**config.mk**
```make
export PLATFORM = sky130hd
export DESIGN_NAME = ex_muldiv_unit
export DESIGN_NICKNAME = d
export VERILOG_FILES = /design/src/rtl/core_pkg.sv /design/src/rtl/muldiv_iter_dp.sv /design/src/rtl/ex_muldiv_unit.sv
export SDC_FILE = /design/constraint.sdc
export NUM_CORES = 1
export LEC_CHECK = 0
export ABC_CLOCK_PERIOD_IN_PS = 5000
export BUFFER_PORTS_ARGS = -buffer_cell sky130_fd_sc_hd__buf_2
export CORE_MARGIN = 2
export CORE_UTILIZATION = 35
export CTS_BUF_LIST = sky130_fd_sc_hd__clkbuf_2 sky130_fd_sc_hd__clkbuf_4 sky130_fd_sc_hd__clkbuf_8
export DETAILED_ROUTE_END_ITERATION = 8
export PLACE_DENSITY = 0.6
export SLEW_MARGIN = 15
export SYNTH_ARGS = -nofsm -noshare
export SYNTH_HDL_FRONTEND = slang
export SYNTH_SLANG_ARGS = --single-unit
```
**constraint.sdc**
```tcl
create_clock -name clk -period 5 [get_ports clk]
set_input_delay 0.25 -clock clk [delete_from_list [all_inputs] [get_ports clk]]
set_output_delay 0.25 -clock clk [all_outputs]
set_load 0.005 [all_outputs]
```
**src/rtl/core_pkg.sv**
```systemverilog
// Shared definitions for the execute stage: operand width, M-extension
// operation encodings and the multiply/divide sequencer state encoding.
package core_pkg;

   localparam int XLEN_DEF = 32;

   typedef enum logic [2:0] {
      MD_MUL    = 3'd0,
      MD_MULH   = 3'd1,
      MD_MULHSU = 3'd2,
      MD_MULHU  = 3'd3,
      MD_DIV    = 3'd4,
      MD_DIVU   = 3'd5,
      MD_REM    = 3'd6,
      MD_REMU   = 3'd7
   } md_op_e;

   typedef enum logic [1:0] {
      MD_IDLE = 2'd0,
      MD_CALC = 2'd1,
      MD_DONE = 2'd2
   } md_state_e;

   // Most negative XLEN_DEF-bit value; DIV/REM of it by -1 overflows.
   localparam logic [XLEN_DEF-1:0] SIGNED_OVF = {1'b1, {(XLEN_DEF-1){1'b0}}};

endpackage

```
**src/rtl/muldiv_iter_dp.sv**
```systemverilog
// Iterative datapath: one radix-2 shift-add multiply step or one restoring
// shift-subtract divide step per enabled cycle, on unsigned magnitudes.
module muldiv_iter_dp
   import core_pkg::*;
#(
   parameter int XLEN = XLEN_DEF
) (
   input  logic              clk,
   input  logic              rst,
   input  logic              load,
   input  logic              step,
   input  logic              load_div,
   input  logic [XLEN-1:0]   a,
   input  logic [XLEN-1:0]   b,
   output logic [2*XLEN-1:0] acc_next,
   output logic              last
);

   localparam int CW = $clog2(XLEN);

   logic [2*XLEN-1:0] acc;
   logic [XLEN-1:0]   opnd;
   logic              div_mode;
   logic [CW-1:0]     cnt;

   logic [XLEN:0]     mul_sum;
   logic [2*XLEN-1:0] mul_next;
   logic [XLEN:0]     rem_sh;
   logic [XLEN:0]     rem_diff;
   logic              rem_ge;
   logic [XLEN-1:0]   rem_new;
   logic [2*XLEN-1:0] div_next;

   // Multiply: the low half holds the remaining multiplier bits and is
   // shifted out as the partial product grows into the high half.
   always_comb begin
      mul_sum  = {1'b0, acc[2*XLEN-1:XLEN]} + (acc[0] ? {1'b0, opnd} : '0);
      mul_next = {mul_sum, acc[XLEN-1:1]};
   end

   // Divide: the high half is the partial remainder, quotient bits enter
   // at the bottom as dividend bits leave the top of the low half.
   always_comb begin
      rem_sh   = acc[2*XLEN-1:XLEN-1];
      rem_ge   = (rem_sh >= {1'b0, opnd});
      rem_diff = rem_sh - {1'b0, opnd};
      rem_new  = rem_ge ? rem_diff[XLEN-1:0] : rem_sh[XLEN-1:0];
      div_next = {rem_new, acc[XLEN-2:0], rem_ge};
   end

   assign acc_next = div_mode ? div_next : mul_next;
   assign last     = (cnt == '0);

   always_ff @(posedge clk) begin
      if (rst) begin
         acc      <= '0;
         opnd     <= '0;
         div_mode <= 1'b0;
         cnt      <= '0;
      end else if (load) begin
         acc      <= {{XLEN{1'b0}}, (load_div ? a : b)};
         opnd     <= load_div ? b : a;
         div_mode <= load_div;
         cnt      <= CW'(XLEN - 1);
      end else if (step) begin
         acc <= acc_next;
         if (!last) begin
            cnt <= cnt - 1'b1;
         end
      end
   end

endmodule

```
**src/rtl/ex_muldiv_unit.sv**
```systemverilog
// RV-M multiply/divide execute unit: sequences the iterative datapath,
// handles signs and the divide special cases, and stalls the pipeline.
module ex_muldiv_unit
   import core_pkg::*;
#(
   parameter int XLEN = XLEN_DEF,
   parameter int OP_W = 3
) (
   input  logic            clk,
   input  logic            rst,
   input  logic            start,
   input  logic [OP_W-1:0] op,
   input  logic [XLEN-1:0] rs1_data,
   input  logic [XLEN-1:0] rs2_data,
   input  logic [4:0]      rd_addr_in,
   input  logic            flush,
   output logic            busy,
   output logic            stall_out,
   output logic            done,
   output logic [XLEN-1:0] result,
   output logic [4:0]      rd_addr_out
);

   localparam logic [XLEN-1:0] OVF_PAT = {1'b1, {(XLEN-1){1'b0}}};

   md_state_e state;
   md_op_e    op_sel;
   md_op_e    op_q;
   logic      neg_a_q;
   logic      neg_b_q;
   logic [4:0] rd_q;

   logic            accept;
   logic            is_div_sel;
   logic            a_signed;
   logic            b_signed;
   logic            neg_a;
   logic            neg_b;
   logic [XLEN-1:0] mag_a;
   logic [XLEN-1:0] mag_b;
   logic            div_zero;
   logic            div_ovf;
   logic            special;
   logic [XLEN-1:0] special_res;

   logic [2*XLEN-1:0] acc_next;
   logic              last;
   logic [2*XLEN-1:0] prod_fix;
   logic [XLEN-1:0]   quo;
   logic [XLEN-1:0]   rem;
   logic [XLEN-1:0]   calc_res;

   assign op_sel = md_op_e'(op[2:0]);

   // Handshake: start is taken only when not iterating and not flushed;
   // there is no queue, so a start seen during CALC is simply lost.
   assign accept    = start && !flush && (state != MD_CALC);
   assign busy      = (state != MD_IDLE);
   assign done      = (state == MD_DONE);
   assign stall_out = accept || (state == MD_CALC);

   always_comb begin
      is_div_sel = op_sel inside {MD_DIV, MD_DIVU, MD_REM, MD_REMU};
      a_signed   = op_sel inside {MD_MUL, MD_MULH, MD_MULHSU, MD_DIV, MD_REM};
      b_signed   = op_sel inside {MD_MUL, MD_MULH, MD_DIV, MD_REM};
      neg_a      = a_signed && rs1_data[XLEN-1];
      neg_b      = b_signed && rs2_data[XLEN-1];
      mag_a      = neg_a ? -rs1_data : rs1_data;
      mag_b      = neg_b ? -rs2_data : rs2_data;
      div_zero   = is_div_sel && (rs2_data == '0);
      div_ovf    = (op_sel == MD_DIV || op_sel == MD_REM) &&
                   (rs1_data == OVF_PAT) && (rs2_data == '1);
      special    = div_zero || div_ovf;
      if (div_zero) begin
         special_res = (op_sel == MD_DIV || op_sel == MD_DIVU) ? '1 : rs1_data;
      end else begin
         special_res = (op_sel == MD_DIV) ? OVF_PAT : '0;
      end
   end

   muldiv_iter_dp #(
      .XLEN (XLEN)
   ) u_dp (
      .clk      (clk),
      .rst      (rst),
      .load     (accept && !special),
      .step     (state == MD_CALC),
      .load_div (is_div_sel),
      .a        (mag_a),
      .b        (mag_b),
      .acc_next (acc_next),
      .last     (last)
   );

   // Fix-up works on the value the final iteration edge is about to store.
   always_comb begin
      prod_fix = (neg_a_q ^ neg_b_q) ? -acc_next : acc_next;
      quo      = acc_next[XLEN-1:0];
      rem      = acc_next[2*XLEN-1:XLEN];
      unique case (op_q)
         MD_MUL:                       calc_res = prod_fix[XLEN-1:0];
         MD_MULH, MD_MULHSU, MD_MULHU: calc_res = prod_fix[2*XLEN-1:XLEN];
         MD_DIV, MD_DIVU:              calc_res = (neg_a_q ^ neg_b_q) ? -quo : quo;
         default:                      calc_res = neg_a_q ? -rem : rem;
      endcase
   end

   always_ff @(posedge clk) begin
      if (rst) begin
         state       <= MD_IDLE;
         op_q        <= MD_MUL;
         neg_a_q     <= 1'b0;
         neg_b_q     <= 1'b0;
         rd_q        <= '0;
         result      <= '0;
         rd_addr_out <= '0;
      end else if (flush) begin
         state <= MD_IDLE;
      end else begin
         unique case (state)
            MD_CALC: begin
               if (last) begin
                  state       <= MD_DONE;
                  result      <= calc_res;
                  rd_addr_out <= rd_q;
               end
            end
            default: begin
               if (accept) begin
                  op_q    <= op_sel;
                  rd_q    <= rd_addr_in;
                  neg_a_q <= neg_a;
                  neg_b_q <= neg_b;
                  if (special) begin
                     state       <= MD_DONE;
                     result      <= special_res;
                     rd_addr_out <= rd_addr_in;
                  end else begin
                     state <= MD_CALC;
                  end
               end else begin
                  state <= MD_IDLE;
               end
            end
         endcase
      end
   end

endmodule

```
==> results.txt, run 1 <==
The flow ran to the end, and the final reports show no timing, DRC or antenna violations. The number of cell rows came out at a little under 80. The TritonCTS buffer count came out at 17. The clock root buffer master is sky130_fd_sc_hd__clkbuf_8.

The final HPWL from detailed placement came out at roughly 60000 um. The via total after detailed routing came out at 18700. Walking the worst path, the cells encountered are inv_1 > ha_1 > inv_1 > fa_1 > a21o_1 > a221o_1 > a41o_1 > a211oi_1 > a211oi_1 > o21ai_0 > o31ai_1 > buf_4 > nor4_2 > buf_4 > nand2_1 > buf_4 > nor2_1 > mux2i_1 > a221o_1 > a311oi_1. The residual DRC count is 0. IR analysis of the VDD net gives a maximum drop of about 190 uV. The total global routing track utilization is 31.5%. The number of enable flip-flop cells after synthesis came out at 0. The die covers between 40000 and 50000 um2.

The number of endpoints with negative hold slack in the final report is 0. Sorting the synthesized cells by how often they occur yields sky130_fd_sc_hd__nand2_1, sky130_fd_sc_hd__a21oi_1, sky130_fd_sc_hd__nor2_1. The register clock-pin slew on the reported worst setup and hold paths is approximately 0.1 ns. The final weighted congestion in routability-driven placement came out at around 1.0.

The count of nets left with antenna violations after detail routing is 0. For this design the ratio of total power to cell area is approximately 210 nW/um2. The post-route netlist has 18.7% of its cells at a drive strength greater than 1. The portion of total power attributed to combinational logic is between 40 and 50%. The total leakage power is around 7.5 nW. Data arrives at the worst endpoint at between 5 and 6 ns.

The most common cell in the synthesized netlist is sky130_fd_sc_hd__nand2_1. The area growth from synthesis to layout is 19.8%. The maximum achievable frequency came out at approximately 210 MHz. The cell with the largest stage delay on the worst path is sky130_fd_sc_hd__fa_1. The transition time at the pin with the least slew margin came out at 0.960 ns. Summing the sequential cell areas from Yosys gives 19.2% of the chip area. STA puts the critical path data required time at around 5.5 ns. The worst setup path is captured at a flop. The I/O pin total is between 100 and 150. The fraction of registers with async set/reset is 0%. The pin count of the biggest net entering global routing is between 100 and 150. The cell accounting for the most synthesized area is sky130_fd_sc_hd__dfxtp_1.

The post-synthesis register bit count is around 150. The total global routing overflow is 0. Across all hold checks on the routed design, the worst slack comes to around 0.042 ns. The count of mapped cells out of synthesis is approximately 2300. The count of inserted antenna diode cells came out at 0. The clock passes through at most 2 buffers. The cell area after technology mapping came out at around 16000 um2. The number of failing setup endpoints in the final timing report came out at 0. The internal power is between 0.002 and 0.0025 W.

The critical-path maximum fanout is 4. Buffers placed on the I/O ports in this run total approximately 120. The core region area is 44200 um2. The final period demand of the worst path came out at ~4.8 ns. The clock share of power came out at roughly a quarter. Measured against its own limit, the worst slew margin works out to 35.6%.

The final number of max-transition violations is 0. The fraction of power consumed by sequential logic is about 33%. The die boundary height is between 200 and 250 um. The number of antenna violations at the first check in global routing came out at 0. The tightest min-delay check is of the input port to flop type. The most used flip-flop cell after synthesis is sky130_fd_sc_hd__dfxtp_1.

Counting stages on the worst path, the most repeated cell is sky130_fd_sc_hd__buf_4. The first global-routing pass estimated approximately 110000 um of wire. The initial standard-cell utilization of the core is between 30% and 40%. The H-tree depth came out at 4.

The count of warnings emitted by yosys came out at 0. Counting every net in the synthesized netlist gives 2424. Measured on the finished design, the core utilization comes to a little over two fifths.

OpenSTA, run right after detailed placement, puts the worst setup slack at 0.0407 ns. The starting DRC count in detailed routing is approximately 2100. The critical path class is flop to flop. The switching share of total power came out at a little over two fifths. The total wire length is 75200 um. The design draws approximately 0.004 W. The insertion delay of the later-clocked pin in the worst-skew pair is 0.54 ns. The layout net count is ~2600. The pre-antenna-repair detailed-routing pass consisted of 5 iterations.

The smallest setup slack after layout came out at about 0.19 ns. The die boundary width is ~220 um. The synthesized area per cell came out at roughly 7 um2. Dividing the detail-routed via count by the number of cells gives between 6 and 7. The worst setup path is launched from a flop.

Dividing the detail-routed wire length by the instance count gives between 20 and 25 um. For this run, the slowest stage of the critical path takes around 0.39 ns. For this run, the number of standard cells in the final layout without fillers is 3079. The final critical path takes up between 90 and 100% of the cycle. By area the synthesized netlist is led by sky130_fd_sc_hd__dfxtp_1, sky130_fd_sc_hd__a21oi_1, sky130_fd_sc_hd__nand2_1. Yosys mapped the design onto between 80 and 90 distinct sky130hd cell types. The cell total after placement is about 3000. The portion of synthesized cell area occupied by the leading cell type is between 10% and 20%. Setup repair after global routing could not meet its margin everywhere.

The switching power summed over all nets came out at around 0.0017 W. The sink count of the clock tree came out at between 150 and 200. The via count of the first global-routing pass came to approximately 17000.

The max capacitance violation total is 0. TritonCTS built the clock tree. Across the routed clock network, the largest skew measured is around 0.018 ns.
[per-layer routing]
layer | vias to the layer above | global-route usage, % | part of all wire [%]
met5 | - | 0 | 0
met4 | 0 | 13.4 | 4.2
met3 | 136 | 5.41 | 8.0
met2 | 940 | 49.8 | 45
met1 | 8952 | 42.0 | 43
li1 | 8721 | - | -
[logic make-up (layout without fill, tap and decap cells)]
family | count (synthesis) | count (layout) | share of synthesized area (%)
AO/OA/AOI/OAI | 764 | 764 | 31.6
AND/OR/NAND/NOR | 863 | 863 | 25.6
flip-flops | 151 | 151 | 19.2
adder cells (fa/ha/maj) | 73 | 73 | 5.91
XOR/XNOR | 160 | 160 | 8.92
buffers and inverters | 212 | 424 | 5.41
multiplexers | 52 | 52 | 3.36
[registers in the layout (all words and copies together), names as in the netlist]
signal / flops
u_dp.acc: 64
result: 32
u_dp.opnd: 32
rd_addr_out: 5
rd_q: 5
u_dp.cnt: 5
op_q: 3
state: 2
neg_a_q: 1
neg_b_q: 1
u_dp.div_mode: 1
[worst max-delay path, delay by kind of cell, from the launching register on]
kind	cells	cell delay (ns)
AO/OA/AOI/OAI	9	2.37
adder cells (fa/ha/maj)	2	0.58
buffers and inverters	5	0.76
flip-flops	1	0.37
multiplexers	1	0.11
AND/OR/NAND/NOR	3	0.51
[repair_timing]
| item | 4_1_cts | 5_1_grt |
|---|---|---|
| pin swaps | 0 | 17 |
| hold buffers | 7 | 0 |
| buffers inserted | 0 | 6 |
| setup endpoints to repair | 1 | 25 |
| resized for setup | 1 | 78 |
| hold endpoints to repair | 12 | 0 |
[worst paths after layout]
check | cells after the start | slack [ns] | from | endpoint
worst max-delay path | 20 | 0.19 | u_dp.acc[31] | result[15]
worst min-delay path | 3 | 0.04 | op[0] | op_q[0]
worst max register to register | 20 | 0.19 | u_dp.acc[31] | result[15]
worst min register to register | 1 | 0.45 | result[8] | result[8]
[power groups by stage]
stage | clock [W] | sequential (W) | combinational [W]
floorplan | 0 | 0.00131 | 0.000938
global placement | 0 | 0.00133 | 0.00159
detailed placement | 0 | 0.00133 | 0.00159
CTS | 0.00102 | 0.00131 | 0.00161
global route | 0.00106 | 0.00132 | 0.00180
finish | 0.00101 | 0.00131 | 0.00169
[area by class of cell]
cell class	count	area (um2)
Inverter	69	259
Timing Repair Buffer	324	2200
Tap cell	592	741
Fill cell	4593	25400
Clock buffer	20	275
Multi-Input combinational cell	1912	12200
Clock inverter	11	113
Sequential cell	151	3040
[placed cells by master (no fill, tap or decap), types with 44 or more instances in the layout]
master                     instances
sky130_fd_sc_hd__nand2_1         294
sky130_fd_sc_hd__a21oi_1         237
sky130_fd_sc_hd__nor2_1          235
sky130_fd_sc_hd__buf_4           199
sky130_fd_sc_hd__dfxtp_1         141
sky130_fd_sc_hd__o21ai_0         140
sky130_fd_sc_hd__buf_2           114
sky130_fd_sc_hd__xnor2_1          82
sky130_fd_sc_hd__xor2_1           77
sky130_fd_sc_hd__inv_1            68
sky130_fd_sc_hd__nor3_1           53
sky130_fd_sc_hd__ha_1             53
sky130_fd_sc_hd__o211ai_1         49
sky130_fd_sc_hd__nand3_1          48
sky130_fd_sc_hd__mux2i_1          46
sky130_fd_sc_hd__and2_1           44
[through the flow]
| stage | cell area [um2] | TNS, ns |
|---|---|---|
| CTS | 18500 | 0 |
| global route | 18800 | -0.0558 |
| floorplan | 15700 | 0 |
| finish | 18800 | 0 |
| global placement | 18000 | -0.0400 |
| detailed placement | 18000 | 0 |
(Power assumes the default switching activity.)
==> run 2, diff against run 1 <==
--- a/config.mk
+++ b/config.mk
@@ -5,7 +5,7 @@
 export SDC_FILE = /design/constraint.sdc
 export NUM_CORES = 1
 export LEC_CHECK = 0
-export ABC_CLOCK_PERIOD_IN_PS = 5000
+export ABC_CLOCK_PERIOD_IN_PS = 4019
 export BUFFER_PORTS_ARGS = -buffer_cell sky130_fd_sc_hd__buf_2
 export CORE_MARGIN = 2
 export CORE_UTILIZATION = 35
==> constraint.sdc (replaced) <==
create_clock -name clk -period 4.02 [get_ports clk]
set_input_delay 0.201 -clock clk [delete_from_list [all_inputs] [get_ports clk]]
set_output_delay 0.201 -clock clk [all_outputs]
set_load 0.005 [all_outputs]
==> run 2 against run 1 <==
Net effect: the run now ends with negative setup slack left; global-route usage rose by 2.8 points; sequential share of layout area fell by 2.9 points; critical path depth rose by 5; setup slack got worse by 0.78 ns; core utilization rose by 9.6 points; cell area rose by 23%; largest power group unchanged; highest routed layer is now met5.
==> results.txt, run 2 (synthesis gave the netlist of run 1 again) <==
The checks that failed: negative setup slack. The design draws around 0.0057 W. The via total after detailed routing is 20500. The wire-length estimate of the detail-placed layout is between 60000 and 70000 um.

Across all setup checks in the final design, the least slack found is -0.596 ns. The TritonCTS buffer count is 17. The data arrival time of the critical path came out at 5.14 ns. The startpoint type of the worst setup path is a flop. The number of filler instances in the final layout came out at around 4200. The critical path is of the flop to flop type. The fraction of final layout cells with drive strength greater than 1 came out at a little over a third. The starting DRC count in detailed routing is approximately 2300. The maximum achievable frequency came out at roughly 220 MHz. The total leakage power is 9.59 nW.

The first-pass iteration count of the detailed router is 6. TritonCTS built the clock tree. The number of cell rows is 77. The register clock-pin slew on the reported worst setup and hold paths is about 0.1 ns. The register with the most flip-flops in the layout has 64 of them. The longest clock path from root to sink contains 2 buffers. The total global routing track utilization is approximately 34%. In this run the worst path has a maximum fanout of 4. Setup repair after global routing could not meet its margin everywhere. The via-per-instance ratio is between 5 and 6.

Measured along the x axis, the die boundary spans around 220 um. The number of failing setup endpoints in the final timing report is 30. The total wire length came out at 81400 um.

The insertion delay of the later-clocked pin in the worst-skew pair is between 0.5 and 0.6 ns. The share of the clock period used by the worst path after layout is 115%. The max capacitance violation total is 0. The register name with the most flops is u_dp.acc. The residual DRC count is 0. The number of buffers inserted by port buffering came out at between 100 and 150.

The H-tree depth came out at 4. The area growth from synthesis to layout came out at 46.8%. The transition time at the pin with the least slew margin came out at 1.02 ns. The power per standard cell area is ~250 nW/um2.

The via count of the first global-routing pass is a little under 20000. The sink count of the clock tree came out at ~150. The max-slew headroom at the worst pin came out at approximately a third. The core region area came out at 44200 um2.

The final period demand of the worst path is roughly 4.6 ns. The final number of max-transition violations was 0. The most common cell after layout, fill and taps aside is sky130_fd_sc_hd__buf_4. STA classifies the critical path endpoint as a flop. The worst-case IR drop observed on VDD is between 200 and 250 uV. The maximum clock skew at final layout came out at around 0.031 ns. From bottom edge to top edge, the die measures approximately 220 um. The number of antenna violations at the first check in global routing came to 1. The I/O pin total came out at 116. The data required time at the worst endpoint came out at ~4.6 ns. The die footprint is around 47000 um2. The largest registers in the layout are u_dp.acc x64, result x32, u_dp.opnd x32. The wire length of the first global-routing pass is between 100000 and 150000 um. The final weighted congestion in routability-driven placement came out at 1.08. The path class of the tightest hold or removal check is input port to flop. The number of placed instances, taps included, is between 3000 and 4000. Once the floorplan was initialized, standard cells occupied a little over a third of the core. After detailed placement, the total cell area comes to between 20000 and 25000 um2. The number of endpoints with negative hold slack in the final report was 0.

The total global routing overflow is 0. The detail route stage leaves a number of antenna-violating nets equal to 0. The final routed wire length divided by cell count came out at roughly 24 um. The flow ran to the end, but the final reports show violations. The finished cells cover 23100 um2. The final non-filler cell total is 3445. The cell sitting at the root of the clock tree is a sky130_fd_sc_hd__clkbuf_8. The pin count of the biggest net entering global routing is between 90 and 100. The layout net count is 2988. The top cell types in the final layout, fill and taps aside, are sky130_fd_sc_hd__buf_4, sky130_fd_sc_hd__nand2_1, sky130_fd_sc_hd__nor2_1, sky130_fd_sc_hd__a21oi_1, sky130_fd_sc_hd__dfxtp_1.
[run 2: path summary, 6_finish.rpt]
check / from / endpoint / slack (ns) / depth (start not counted)
setup / recovery: u_dp.acc[32] / result[30] / -0.60 / 25
hold / removal: rs1_data[15] / result[15] / 0.07 / 3
setup reg to reg: u_dp.acc[32] / result[30] / -0.60 / 25
hold reg to reg: result[8] / result[8] / 0.46 / 1
[run 2: area by class of cell]
cell class | count | area [um2] | share of cell area, %
Inverter | 69 | 267 | 1.16
Timing Repair Buffer | 687 | 5170 | 22.4
Clock buffer | 19 | 255 | 1.11
Antenna cell | 1 | 2.50 | 0.0108
Clock inverter | 13 | 133 | 0.575
Tap cell | 592 | 741 | 3.21
Multi-Input combinational cell | 1913 | 13400 | 58.3
Sequential cell | 151 | 3060 | 13.3
[run 2: where the power goes]
group	internal, W	switching, W
clock network	0.000528	0.000756
registers	0.00156	0.0000633
logic	0.00124	0.00160
[run 2: repair_timing]
action / CTS / global route
cloned: 1 / 0
setup endpoints to repair: 32 / 34
pin swaps: 117 / 107
gates resized for setup: 245 / 96
hold endpoints to repair: 23 / 0
hold buffers: 10 / 0
buffers inserted: 53 / 31
[run 2: through the flow]
stage	hold WS, ns	setup TNS (ns)	worst slack (ns)	utilization, %
2_1_floorplan	0.280	-4.41	-0.566	-
3_3_place_gp	0.429	-17.94	-0.819	46.3
3_5_place_dp	0.443	-19.80	-0.917	46.3
4_1_cts	0.00541	-8.79	-0.524	50.8
5_1_grt	0.0525	-14.90	-0.749	52.2
6_report	0.0686	-10.86	-0.596	52.2
[run 2: per-layer routing]
metal | track usage (%) | routed length, um | vias to the layer above
met5 | 0 | 13 | -
met4 | 17.9 | 4440 | 2
met3 | 6.57 | 6780 | 228
met2 | 53.1 | 35700 | 1019
met1 | 45.1 | 34500 | 9788
li1 | - | - | 9462
[run 2: worst max-delay path: stages, from the launching register on]
cell                        delay, ns
sky130_fd_sc_hd__dfxtp_2         0.37
sky130_fd_sc_hd__buf_6           0.14
sky130_fd_sc_hd__ha_4            0.20
sky130_fd_sc_hd__nor2b_4         0.13
sky130_fd_sc_hd__o2111ai_4       0.26
sky130_fd_sc_hd__a21oi_4         0.11
sky130_fd_sc_hd__o31a_4          0.38
sky130_fd_sc_hd__buf_6           0.13
sky130_fd_sc_hd__nor2_4          0.12
sky130_fd_sc_hd__nor2_4          0.05
sky130_fd_sc_hd__a21o_1          0.18
sky130_fd_sc_hd__inv_2           0.07
sky130_fd_sc_hd__ha_4            0.14
sky130_fd_sc_hd__inv_4           0.03
sky130_fd_sc_hd__a211oi_4        0.22
sky130_fd_sc_hd__nand4_1         0.16
sky130_fd_sc_hd__nor3_2          0.26
sky130_fd_sc_hd__nand2b_1        0.15
sky130_fd_sc_hd__nor2_4          0.15
sky130_fd_sc_hd__nand2_4         0.08
sky130_fd_sc_hd__nor2_4          0.13
sky130_fd_sc_hd__nor2_2          0.06
sky130_fd_sc_hd__or3_4           0.35
sky130_fd_sc_hd__or4_4           0.42
sky130_fd_sc_hd__a21oi_2         0.13
sky130_fd_sc_hd__o31a_1          0.12
